`config.mk`:
```
export PLATFORM = sky130hd
export DESIGN_NAME = bpb_updater
export DESIGN_NICKNAME = d
export VERILOG_FILES = /design/src/rtl/bpb_updater.sv
export SDC_FILE = /design/constraint.sdc
export NUM_CORES = 1
export LEC_CHECK = 0
export BUFFER_PORTS_ARGS = -buffer_cell sky130_fd_sc_hd__buf_2
export CORE_MARGIN = 8
export CORE_UTILIZATION = 55
export DETAILED_ROUTE_END_ITERATION = 10
export GPL_TIMING_DRIVEN = 0
export HOLD_SLACK_MARGIN = 0.03
export PLACE_DENSITY_LB_ADDON = 0.2
export SETUP_SLACK_MARGIN = 0.15
export SYNTH_ARGS = -nofsm -noshare
export SYNTH_HDL_FRONTEND = slang
export SYNTH_SLANG_ARGS = --single-unit
```
`constraint.sdc`:
```
create_clock -name clk -period 13.4 [get_ports clk]
set_input_delay 0 -clock clk [delete_from_list [all_inputs] [get_ports clk]]
set_output_delay 0 -clock clk [all_outputs]
set_load 0.005 [all_outputs]
```
`src/rtl/bpb_updater.sv`:
```
// bpb_updater: write-side controller for the branch prediction buffer.
// Detects mispredictions on resolved branches, issues a one-cycle fetch
// redirect, queues allocate/train records in a show-ahead FIFO and drains
// them one per cycle into the BPB entry write port. Keeps branch statistics.
module bpb_updater #(
  parameter int ENTRIES    = 16,
  parameter int TAG_WIDTH  = 8,
  parameter int FIFO_DEPTH = 4,
  localparam int IDX       = $clog2(ENTRIES)
) (
  input  logic                 clk,
  input  logic                 reset,
  input  logic                 res_valid,
  output logic                 res_ready,
  input  logic [31:0]          res_pc,
  input  logic                 res_taken,
  input  logic [31:0]          res_target,
  input  logic                 res_hit,
  input  logic                 res_pred_taken,
  input  logic [31:0]          res_pred_target,
  output logic                 redirect,
  output logic [31:0]          redirect_pc,
  output logic                 upd_valid,
  input  logic                 upd_ready,
  output logic                 upd_alloc,
  output logic                 upd_train,
  output logic [IDX-1:0]       upd_index,
  output logic [TAG_WIDTH-1:0] upd_tag,
  output logic [31:0]          upd_addr,
  output logic                 upd_taken,
  output logic [31:0]          stat_branches,
  output logic [31:0]          stat_mispredicts
);

  localparam int PW = $clog2(FIFO_DEPTH);
  localparam logic [PW:0] DEPTH_C = FIFO_DEPTH[PW:0];

  typedef struct packed {
    logic                 alloc;
    logic                 train;
    logic                 taken;
    logic [IDX-1:0]       index;
    logic [TAG_WIDTH-1:0] tag;
    logic [31:0]          addr;
  } rec_t;

  rec_t          mem_q [FIFO_DEPTH];
  logic [PW-1:0] wr_ptr_q, wr_ptr_d;
  logic [PW-1:0] rd_ptr_q, rd_ptr_d;
  logic [PW:0]   count_q, count_d;
  logic          redirect_q, redirect_d;
  logic [31:0]   redirect_pc_q, redirect_pc_d;
  logic [31:0]   br_cnt_q, br_cnt_d;
  logic [31:0]   mis_cnt_q, mis_cnt_d;

  logic accept, pred_eff, tgt_mismatch, mispredict, push, pop, empty, full;
  rec_t new_rec;
  rec_t head;

  // Resolution decode: mispredict detection and record classification.
  always_comb begin
    full         = (count_q == DEPTH_C);
    empty        = (count_q == '0);
    accept       = res_valid & ~full;
    pred_eff     = res_hit & res_pred_taken;
    tgt_mismatch = (res_target != res_pred_target);
    mispredict   = (res_taken != pred_eff) | (res_taken & pred_eff & tgt_mismatch);
    new_rec       = '0;
    new_rec.index = res_pc[IDX+1:2];
    new_rec.tag   = res_pc[IDX+TAG_WIDTH+1:IDX+2];
    new_rec.addr  = res_target;
    new_rec.taken = res_taken;
    push          = 1'b0;
    if (res_hit && res_taken && tgt_mismatch) begin
      // Stale target on a hit: reload the entry rather than train it.
      new_rec.alloc = 1'b1;
      push          = accept;
    end else if (res_hit) begin
      new_rec.train = 1'b1;
      push          = accept;
    end else if (res_taken) begin
      new_rec.alloc = 1'b1;
      push          = accept;
    end
    pop = ~empty & upd_ready;
  end

  // Next-state for queue pointers, redirect and statistics.
  always_comb begin
    wr_ptr_d      = push ? wr_ptr_q + PW'(1) : wr_ptr_q;
    rd_ptr_d      = pop ? rd_ptr_q + PW'(1) : rd_ptr_q;
    count_d       = count_q;
    if (push && !pop) begin
      count_d = count_q + (PW+1)'(1);
    end else if (!push && pop) begin
      count_d = count_q - (PW+1)'(1);
    end
    redirect_d    = accept & mispredict;
    redirect_pc_d = redirect_pc_q;
    if (accept && mispredict) begin
      redirect_pc_d = res_taken ? res_target : res_pc + 32'd4;
    end
    br_cnt_d  = accept ? br_cnt_q + 32'd1 : br_cnt_q;
    mis_cnt_d = (accept && mispredict) ? mis_cnt_q + 32'd1 : mis_cnt_q;
  end

  // State registers; storage is cleared so the head reads zero out of reset.
  always_ff @(posedge clk) begin
    if (reset) begin
      for (int i = 0; i < FIFO_DEPTH; i++) begin
        mem_q[i] <= '0;
      end
      wr_ptr_q      <= '0;
      rd_ptr_q      <= '0;
      count_q       <= '0;
      redirect_q    <= 1'b0;
      redirect_pc_q <= '0;
      br_cnt_q      <= '0;
      mis_cnt_q     <= '0;
    end else begin
      if (push) begin
        mem_q[wr_ptr_q] <= new_rec;
      end
      wr_ptr_q      <= wr_ptr_d;
      rd_ptr_q      <= rd_ptr_d;
      count_q       <= count_d;
      redirect_q    <= redirect_d;
      redirect_pc_q <= redirect_pc_d;
      br_cnt_q      <= br_cnt_d;
      mis_cnt_q     <= mis_cnt_d;
    end
  end

  // Output mapping: show-ahead head of the queue and registered status.
  always_comb begin
    head             = mem_q[rd_ptr_q];
    res_ready        = ~full;
    redirect         = redirect_q;
    redirect_pc      = redirect_pc_q;
    upd_valid        = ~empty;
    upd_alloc        = head.alloc;
    upd_train        = head.train;
    upd_taken        = head.taken;
    upd_index        = head.index;
    upd_tag          = head.tag;
    upd_addr         = head.addr;
    stat_branches    = br_cnt_q;
    stat_mispredicts = mis_cnt_q;
  end

endmodule

```
==> results.json, run 1 <==
{
  "status": "completed",
  "synth_area_mm2": 0.0145,
  "die_w_um": 179,
  "initialDrtViolationCount": 1302,
  "min_to": "mem_q[1][35]",
  "ys_async_sr_fraction_pct": 0,
  "p_leak_nw": 7.06,
  "power_switching_w": 0.000696,
  "crit_type": "reg -> reg",
  "dp_slack_ns": 9.85,
  "numCtsBuffers": 31,
  "max_freq_mhz": 275,
  "period_minus_slack_ns": 3.63,
  "dp_hpwl_mm": 31.4,
  "worst_ep_arrival_time_ns": 3.81,
  "drive_gt1_share_pct": 24.2,
  "cp_slowest_cell": "or2_2",
  "p_clk_share_pct": 33.6,
  "initial_utilization_pct": 55.9,
  "grt-ovfl-total": 0,
  "ys_warn_count": 0,
  "synth.distinct_cells": 58,
  "required_ns": 13.58,
  "hp-class": "in -> reg",
  "clock_sinks": 294,
  "skew_ns": 0.0100,
  "cp_top_family": "simple AND/OR/NAND/NOR gates",
  "endpoint_kind": "flip-flop",
  "cts_buffer_depth": 3,
  "synthCells": 1302,
  "core_area_mm2": 0.0260,
  "final_util_pct": 69.1,
  "cts_max_level": 1,
  "ff2ff_setup_slack_ns": 9.77,
  "synth_area_leaders": "edfxtp_1 (39%), dfxtp_1 (15%), mux4_2 (7.3%)",
  "drt-vias-per-instance": 5.99,
  "clk_latency_ns": 0.57,
  "grt_usage_pct": 27.2,
  "netlist.area_leader.share_pct": 38.9,
  "worst_slew_pin_slew_ns": 1.33,
  "cap_violations": 0,
  "path_cells": "or3b_1 > buf_6 > nand2_1 > nor2_2 > nand2_1 > nor3_2 > or2_2",
  "grt_max_degree": 48,
  "ys_seq_area_share_pct": 53.5,
  "design.portCount": 249,
  "worstPathMaxFanout": 47,
  "max_slew_margin_pct": 11.2,
  "synth_edf_count": 188,
  "seq_power_share_pct": 43.9,
  "reg2reg_to": "mem_q[0][9]",
  "nFillCells": 1937,
  "synthFlopType": "edfxtp_1",
  "final_common_cell": "buf_2",
  "cts.clk_slew.worst_paths_ns": 0.06,
  "place.gp.congestion": 0.919,
  "postCtsSetupBuffers": 0,
  "cpPeakStageDelay_ns": 1.12,
  "drt-pass1-iter-count": 6,
  "cts-root-buf": "clkbuf_16",
  "die_h_um": 179,
  "detail-route-antenna-nets": 0,
  "grt_pass1_wl_mm": 67.2,
  "grt_pass1_vias": 12125,
  "wire_per_inst_um": 22.2,
  "finalNetCount": 1762,
  "period_share_pct": 27.1,
  "syn_avg_cell_area_um2": 11.2,
  "cts_hold_buf": 72,
  "antenna_found_initial": 2,
  "ys_seq_elements": 294,
  "wl_mm": 44.8,
  "area_growth_pct": 23.6,
  "powerDensity_mw_per_mm2": 136,
  "post-route-drc-count": 0,
  "via_count": 12065,
  "min-delay-start": "res_pc[9]",
  "finalMaxSlewViolations": 0,
  "setup_ws_ns": 9.77,
  "finalHoldViolCount": 0,
  "finalSetupTns_ns": 0,
  "cts_tree": "built",
  "p_comb_share_pct": 22.5,
  "crit_buf_inv": 1,
  "rows": 59,
  "dieArea_mm2": 0.0319,
  "setup_viol": 0,
  "crit_path_frequent_cell": "nand2_1",
  "vdd_ir_drop_max_mv": 0.140,
  "layout_common_cells": "buf_2 (258), edfxtp_1 (188), dfxtp_1 (106)",
  "crit_path_start_kind": "flip-flop",
  "synth_top_cell_by_area": "edfxtp_1",
  "reg2reg_depth": 7,
  "reg2reg_from": "count_q[0]",
  "rsz0062_at_grt": "false",
  "hold_depth": 2,
  "synthesis.nets": 1411,
  "io_buffers": 242,
  "p_int_w": 0.00175,
  "switching_share_pct": 28.4,
  "cts_resized": 0
}
## power groups by stage
stage / Sequential (W) / Combinational (W) / Clock (W)
3_5_place_dp: 0.00109 / 0.000533 / 0
6_report: 0.00108 / 0.000552 / 0.000824
2_1_floorplan: 0.00109 / 0.000313 / 0
5_1_grt: 0.00108 / 0.000592 / 0.000861
3_3_place_gp: 0.00109 / 0.000519 / 0
4_1_cts: 0.00107 / 0.000553 / 0.000829
## flip-flops by register name (all words and copies together) (netlist names), named ones only
register and cells:
redirect 1, redirect_pc 32, stat_branches 32, mem_q 188
wr_ptr_q 2, count_q 3, stat_mispredicts 32, rd_ptr_q 2
## per-stage QoR
step / power, W / instance area, µm² / cells / hold slack, ns
CTS: 0.00246 / 18000 / 2013 / 0.0305
detailed placement: 0.00163 / 16300 / 1883 / 0.381
floorplan: 0.00140 / 14500 / 1302 / 0.198
finish: 0.00245 / 18000 / 2014 / 0.0681
global route: 0.00254 / 18000 / 2014 / 0.0635
global placement: 0.00161 / 16200 / 1879 / 0.385
## kinds of logic after synthesis
| group | share of synthesized area [%] |
|---|---|
| flip-flops | 53.5 |
| XOR/XNOR | 5.55 |
| AO/OA/AOI/OAI | 5.59 |
| adder cells (fa/ha/maj) | 0.568 |
| buffers and inverters | 3.86 |
| multiplexers | 10.1 |
| AND/OR/NAND/NOR | 20.9 |
## routing by layer
| layer | vias to the layer above | share of wire [%] | global-route usage (%) |
|---|---|---|---|
| met5 | - | 0.029 | 0 |
| met4 | 2 | 4.2 | 11.4 |
| met3 | 126 | 10 | 6.92 |
| met2 | 664 | 48 | 44.9 |
| met1 | 5779 | 38 | 33.6 |
| li1 | 5494 | - | - |
## worst max path at each step
stage	endpoint	cells past startpoint	slack (ns)	start
floorplan	mem_q[1][0]	7	8.26	count_q[0]
global placement	mem_q[1][14]	7	5.56	count_q[0]
detailed placement	mem_q[0][38]	7	9.85	count_q[0]
CTS	mem_q[0][17]	7	9.80	count_q[0]
global route	mem_q[0][28]	7	9.55	count_q[0]
finish	mem_q[0][9]	7	9.77	count_q[0]
## Yosys cell counts (all sizes together) (14+ instances only)
cell and count:
o21ai 45, clkbuf 57, and2 105, a21oi 40, mux2i 19, edfxtp 188, mux4 47, nor3 67
xor2 69, xnor2 23, buf 36, nand4 36, nor2b 22, nor2 105, nand3 49, nor4 43
nand2 77, mux2 19, and3 14, dfxtp 106, inv 34
## final cells by class
class / count / area [µm²] / area share, %
Antenna cell: 1 / 2.50 / 0.0139
Timing Repair Buffer: 318 / 2030 / 11.3
Inverter: 34 / 128 / 0.710
Multi-Input combinational cell: 881 / 6230 / 34.7
Buffer: 93 / 433 / 2.41
Tap cell: 335 / 419 / 2.33
Sequential cell: 294 / 7770 / 43.2
Clock inverter: 20 / 159 / 0.885
Clock buffer: 38 / 802 / 4.46
No activity file was read; power rests on OpenSTA's default activity.
==> run 2: changes to the inputs <==
--- a/config.mk
+++ b/config.mk
@@ -5,6 +5,7 @@
 export SDC_FILE = /design/constraint.sdc
 export NUM_CORES = 1
 export LEC_CHECK = 0
+export ABC_AREA = 1
 export BUFFER_PORTS_ARGS = -buffer_cell sky130_fd_sc_hd__buf_2
 export CORE_MARGIN = 8
 export CORE_UTILIZATION = 55
==> constraint.sdc (replaced) <==
create_clock -name clk -period 3.61 [get_ports clk]
set_input_delay 0 -clock clk [delete_from_list [all_inputs] [get_ports clk]]
set_output_delay 0 -clock clk [all_outputs]
set_load 0.005 [all_outputs]
==> results.json, run 2 <==
{
  "status": "completed",
  "synth_most_common_cell": "nor2_1",
  "cts_buffer_depth": 3,
  "endpoint_kind": "flip-flop",
  "antenna_found_initial": 4,
  "io_buffers": 248,
  "cts.clk_slew.worst_paths_ns": 0.06,
  "synth_area_mm2": 0.0148,
  "drive_gt1_share_pct": 17.9,
  "dp_cells": 2395,
  "synth_edf_count": 188,
  "clk_latency_ns": 0.58,
  "cap_violations": 0,
  "largest_reg_flops": 188,
  "post-route-drc-count": 0,
  "synth_common_cells": "nor2_1 (407), nand2_1 (317), edfxtp_1 (188)",
  "finalNetCount": 2259,
  "numCtsBuffers": 31,
  "core_area_mm2": 0.0267,
  "grt-ovfl-total": 0,
  "wl_mm": 48.6,
  "powerDensity_mw_per_mm2": 521,
  "max_freq_mhz": 312,
  "cts_tree": "built",
  "drt-pass1-iter-count": 5,
  "period_minus_slack_ns": 3.21,
  "detail-route-antenna-nets": 0,
  "place.gp.congestion": 0.926,
  "worst_slew_pin_slew_ns": 0.713,
  "via_count": 13972,
  "nFillCells": 2176,
  "setup_ws_ns": 0.403,
  "period_share_pct": 88.8,
  "crit_path_start_kind": "flip-flop",
  "finalMaxSlewViolations": 0,
  "rsz0062_at_grt": "false",
  "die_w_um": 180,
  "path_cells": "inv_2 > nand3_2 > nand2_4 > a21oi_2 > inv_2 > nor2_4 > nand3_1 > buf_2 > buf_1 > nand2_2 > buf_12",
  "cpPeakStageDelay_ns": 0.63,
  "die_h_um": 180,
  "crit_path_frequent_cell": "inv_2",
  "wire_per_inst_um": 19.3,
  "synth_top_cell_by_area": "edfxtp_1",
  "syn_avg_cell_area_um2": 8.22,
  "fin_cells": 2519,
  "initial_utilization_pct": 55.4,
  "ys_seq_area_share_pct": 52.4,
  "synth.distinct_cells": 44,
  "grt_pass1_wl_mm": 74.4,
  "grt_max_degree": 36,
  "largest_register": "mem_q",
  "postCtsSetupBuffers": 0,
  "final_common_cell": "nor2_1",
  "synthFlopType": "edfxtp_1",
  "setup_viol": 0,
  "synthCells": 1802,
  "vdd_ir_drop_max_mv": 0.332,
  "grt_pass1_vias": 13851,
  "drt-vias-per-instance": 5.55,
  "ys_seq_elements": 294,
  "skew_ns": 0.0136,
  "hp-class": "in -> reg",
  "cp_slowest_cell": "nand2_2",
  "layout_common_cells": "nor2_1 (407), nand2_1 (314), buf_2 (258)",
  "cts-root-buf": "clkbuf_16",
  "netlist.area_leader.share_pct": 38.1,
  "design.portCount": 249,
  "finalHoldViolCount": 0,
  "ys_async_sr_fraction_pct": 0,
  "ys_warn_count": 0,
  "grt_usage_pct": 28.6,
  "clock_sinks": 294,
  "crit_type": "reg -> reg",
  "cts_resized": 0,
  "rows": 60,
  "required_ns": 3.88,
  "finalPower_w": 0.00947,
  "max_slew_margin_pct": 52.3,
  "worstPathMaxFanout": 24,
  "synth_area_leaders": "edfxtp_1 (38%), dfxtp_1 (14%), nor2_1 (10%)",
  "final_util_pct": 68.0,
  "cts_max_level": 1,
  "dieArea_mm2": 0.0324,
  "worst_ep_arrival_time_ns": 3.48,
  "p_leak_nw": 7.56,
  "initialDrtViolationCount": 1255,
  "synthesis.nets": 1911,
  "dp_hpwl_mm": 34.8,
  "cts_hold_buf": 63,
  "area_growth_pct": 22.6,
  "dp_slack_ns": 0.503
}
==> run 2: changes by cell type after synthesis, moves of 22 or more <==
cell | before | now
o21ai_0 | 43 | 139
o22ai_1 | 7 | 47
nor2b_1 | 22 | 0
nor3_1 | 65 | 37
nor4_1 | 41 | 3
xor2_1 | 69 | 30
nand4_1 | 35 | 11
nand3_1 | 49 | 91
and2_1 | 104 | 1
nor2_1 | 102 | 407
nand2_1 | 77 | 317
inv_1 | 34 | 123
mux4_2 | 47 | 0
a21oi_1 | 40 | 72
==> run 2: cells by family (layout without fill, tap and decap cells) <==
logic type      Yosys count  in the layout  share of synthesized area, %
simple gates            915            915                          25.7
flops                   294            294                          52.4
compound gates          289            289                          10.8
buf+inv                 228            601                          6.40
xor+xnor                 67             67                          3.96
fa+ha+maj                 6              6                         0.557
mux                       3              3                         0.203
other cells               0              3                             0
==> run 2: final cells by class <==
| class | count | area, µm² | area share [%] |
|---|---|---|---|
| flip-flops and latches | 294 | 7770 | 42.8 |
| repair buffers | 315 | 1950 | 10.7 |
| multi-input cells | 1280 | 6110 | 33.6 |
| clock inverters | 25 | 174 | 0.957 |
| clock buffers | 33 | 783 | 4.31 |
| well taps | 341 | 427 | 2.35 |
| diodes | 3 | 7.51 | 0.0413 |
| plain buffers | 88 | 422 | 2.32 |
| inverters | 140 | 527 | 2.90 |
==> run 2: report_power, final <==
group / switching [W] / internal (W) / total, W
combinational: 0.00157 / 0.000801 / 0.00237
sequential: 0.000134 / 0.00396 / 0.00409
clock: 0.00136 / 0.00165 / 0.00301
total: 0.00306 / 0.00641 / 0.00947
==> run 2: worst max-delay path: cells and delay by family, from the launching register on <==
family | cells | cell delay [ns]
buffers and inverters | 5 | 1.03
and+or+nand+nor | 5 | 1.17
DFF | 1 | 0.37
AOI/OAI and AO/OA | 1 | 0.28
==> run 2: worst paths after layout <==
path,startpoint,to,slack [ns],depth (start not counted)
setup / recovery,count_q[0],mem_q[0][19],0.40,11
hold / removal,res_pc[14],redirect_pc[14],0.09,5
setup reg to reg,count_q[0],mem_q[0][19],0.40,11
hold reg to reg,redirect_pc[2],redirect_pc[2],0.46,2
==> run 2: per-stage QoR <==
stage | instance area, µm² | TNS (ns) | hold slack [ns]
5_1_grt | 18200 | 0 | 0.114
2_1_floorplan | 14800 | 0 | 0.222
3_3_place_gp | 16500 | -55.03 | 0.357
4_1_cts | 18200 | 0 | 0.0403
3_5_place_dp | 16600 | 0 | 0.371
6_report | 18200 | 0 | 0.0904
==> run 2: metal layers <==
layer / vias up / global-route usage, % / wire (µm)
met4: 4 / 10.8 / 1840
met5: - / 0 / 27
met2: 681 / 50.4 / 23700
li1: 6657 / - / -
met3: 145 / 7.00 / 4650
met1: 6485 / 33.3 / 18400
==> run 3: changes to the inputs <==
--- a/config.mk
+++ b/config.mk
@@ -7,8 +7,10 @@
 export LEC_CHECK = 0
 export ABC_AREA = 1
 export BUFFER_PORTS_ARGS = -buffer_cell sky130_fd_sc_hd__buf_2
+export CORE_ASPECT_RATIO = 0.6
 export CORE_MARGIN = 8
 export CORE_UTILIZATION = 55
+export CTS_BUF_LIST = sky130_fd_sc_hd__clkbuf_4 sky130_fd_sc_hd__clkbuf_8
 export DETAILED_ROUTE_END_ITERATION = 10
 export GPL_TIMING_DRIVEN = 0
 export HOLD_SLACK_MARGIN = 0.03
==> results.json, run 3 (synthesized netlist as in run 2, its figures left out) <==
{
  "clk_latency_ns": 0.59,
  "setup_ws_ns": 0.241,
  "clock_sinks": 294,
  "worst_slew_pin_slew_ns": 0.946,
  "grt_usage_pct": 30.8,
  "status": "completed",
  "die_h_um": 143,
  "layout_common_cells": "nor2_1 (407), nand2_1 (314), buf_2 (258)",
  "cts_tree": "built",
  "cpPeakStageDelay_ns": 0.57,
  "largest_reg_flops": 188,
  "skew_ns": 0.0238,
  "finalSetupTns_ns": 0,
  "min-delay-start": "res_taken",
  "worst_ep_arrival_time_ns": 3.63,
  "core_area_mm2": 0.0265,
  "vdd_ir_drop_max_mv": 0.354,
  "hold_depth": 7,
  "max_slew_margin_pct": 36.5,
  "rows": 46,
  "largest_register": "mem_q",
  "rsz0062_at_grt": "false",
  "max_freq_mhz": 297,
  "p_leak_nw": 7.62,
  "reg2reg_depth": 14,
  "required_ns": 3.87,
  "finalHoldViolCount": 0,
  "wl_mm": 52.3,
  "detail-route-antenna-nets": 0,
  "reg2reg_from": "count_q[1]",
  "finalNetCount": 2280,
  "area_growth_pct": 22.8,
  "post-route-drc-count": 0,
  "cts.clk_slew.worst_paths_ns": 0.07,
  "endpoint_kind": "flip-flop",
  "io_buffers": 248,
  "hp-class": "in -> reg",
  "initialDrtViolationCount": 1909,
  "dieArea_mm2": 0.0326,
  "place.gp.congestion": 0.996,
  "drive_gt1_share_pct": 18.9,
  "cts-root-buf": "clkbuf_8",
  "path_cells": "inv_2 > nand3_2 > nand2_4 > a21oi_2 > inv_2 > nor2_4 > dlygate4sd3_1 > nand2_1 > nor2_1 > inv_2 > buf_2 > buf_6 > nand2_4 > buf_12",
  "grt-ovfl-total": 0,
  "worstPathMaxFanout": 34,
  "drt-pass1-iter-count": 6,
  "grt_pass1_wl_mm": 78.1,
  "wire_per_inst_um": 20.4,
  "postCtsSetupBuffers": 0,
  "die_w_um": 228,
  "ff2ff_setup_slack_ns": 0.24,
  "dp_hpwl_mm": 38.9,
  "setup_viol": 0,
  "period_share_pct": 93.3,
  "cts_buffer_depth": 3,
  "crit_path_frequent_cell": "inv_2",
  "via_count": 14456,
  "initial_utilization_pct": 56.0,
  "design.portCount": 249,
  "crit_path_start_kind": "flip-flop",
  "cts_max_level": 2,
  "reg2reg_to": "mem_q[2][22]",
  "powerDensity_mw_per_mm2": 512,
  "numCtsBuffers": 44,
  "drt-vias-per-instance": 5.63,
  "finalMaxSlewViolations": 0,
  "grt_max_degree": 36,
  "cap_violations": 0,
  "dp_slack_ns": 0.419,
  "cp_slowest_cell": "dlygate4sd3_1",
  "final_common_cell": "nor2_1",
  "finalPower_w": 0.00932,
  "crit_type": "reg -> reg",
  "min_to": "redirect_pc[18]",
  "antenna_found_initial": 1,
  "grt_pass1_vias": 13671,
  "period_minus_slack_ns": 3.37
}
==> run 3: worst max-delay path by stage <==
| stage | start | to | slack (ns) | cells past startpoint |
|---|---|---|---|---|
| 2_1_floorplan | count_q[0] | mem_q[2][0] | 0.74 | 12 |
| 3_3_place_gp | count_q[1] | mem_q[0][20] | -0.66 | 10 |
| 3_5_place_dp | count_q[1] | mem_q[0][22] | 0.42 | 11 |
| 4_1_cts | count_q[1] | mem_q[2][20] | 0.19 | 14 |
| 5_1_grt | count_q[1] | mem_q[0][24] | 0.16 | 11 |
| 6_report | count_q[1] | mem_q[2][22] | 0.24 | 14 |
==> run 3: metal layers <==
layer | up-vias | routed length [µm] | share of wire [%] | track usage, %
li1 | 6708 | - | - | -
met1 | 6768 | 22100 | 42 | 43.2
met2 | 878 | 22300 | 43 | 45.7
met3 | 102 | 6690 | 13 | 9.35
met4 | 0 | 1210 | 2.3 | 8.65
met5 | - | 0 | 0 | 0
==> run 3: area by class of cell <==
cell class	instances	area [µm²]
Antenna cell	3	7.51
Buffer	88	423
Clock buffer	65	801
Clock inverter	15	71.3
Fill cell	2264	8280
Inverter	140	527
Multi-Input combinational cell	1280	6110
Sequential cell	294	7770
Tap cell	360	450
Timing Repair Buffer	323	2040
==> run 3: what timing repair did <==
item                       4_1_cts  5_1_grt
hold buffers                    71        0
setup endpoints to repair        0       35
hold endpoints to repair       238        0
gates resized for setup          0        3
==> run 3: where the power goes <==
group / switching, W / internal [W]
Sequential: 0.000143 / 0.00396
Combinational: 0.00163 / 0.000812
Clock: 0.00135 / 0.00142
==> run 3: metrics by stage <==
stage          instances  util [%]  cell area [µm²]  hold WS (ns)
5_1_grt             2566      68.7            18200         0.151
6_report            2568      68.7            18200         0.124
4_1_cts             2565      68.7            18200        0.0843
2_1_floorplan       1802         -            14800         0.222
3_3_place_gp        2410      62.3            16500         0.354
3_5_place_dp        2414      62.7            16600         0.369
==> run 3: critical path, delay by kind of cell, from the launching register on <==
kind                   cells  cell delay, ns
DFF                        1            0.37
AOI/OAI and AO/OA          1            0.18
buffers and inverters      7            1.51
and+or+nand+nor            6            0.91
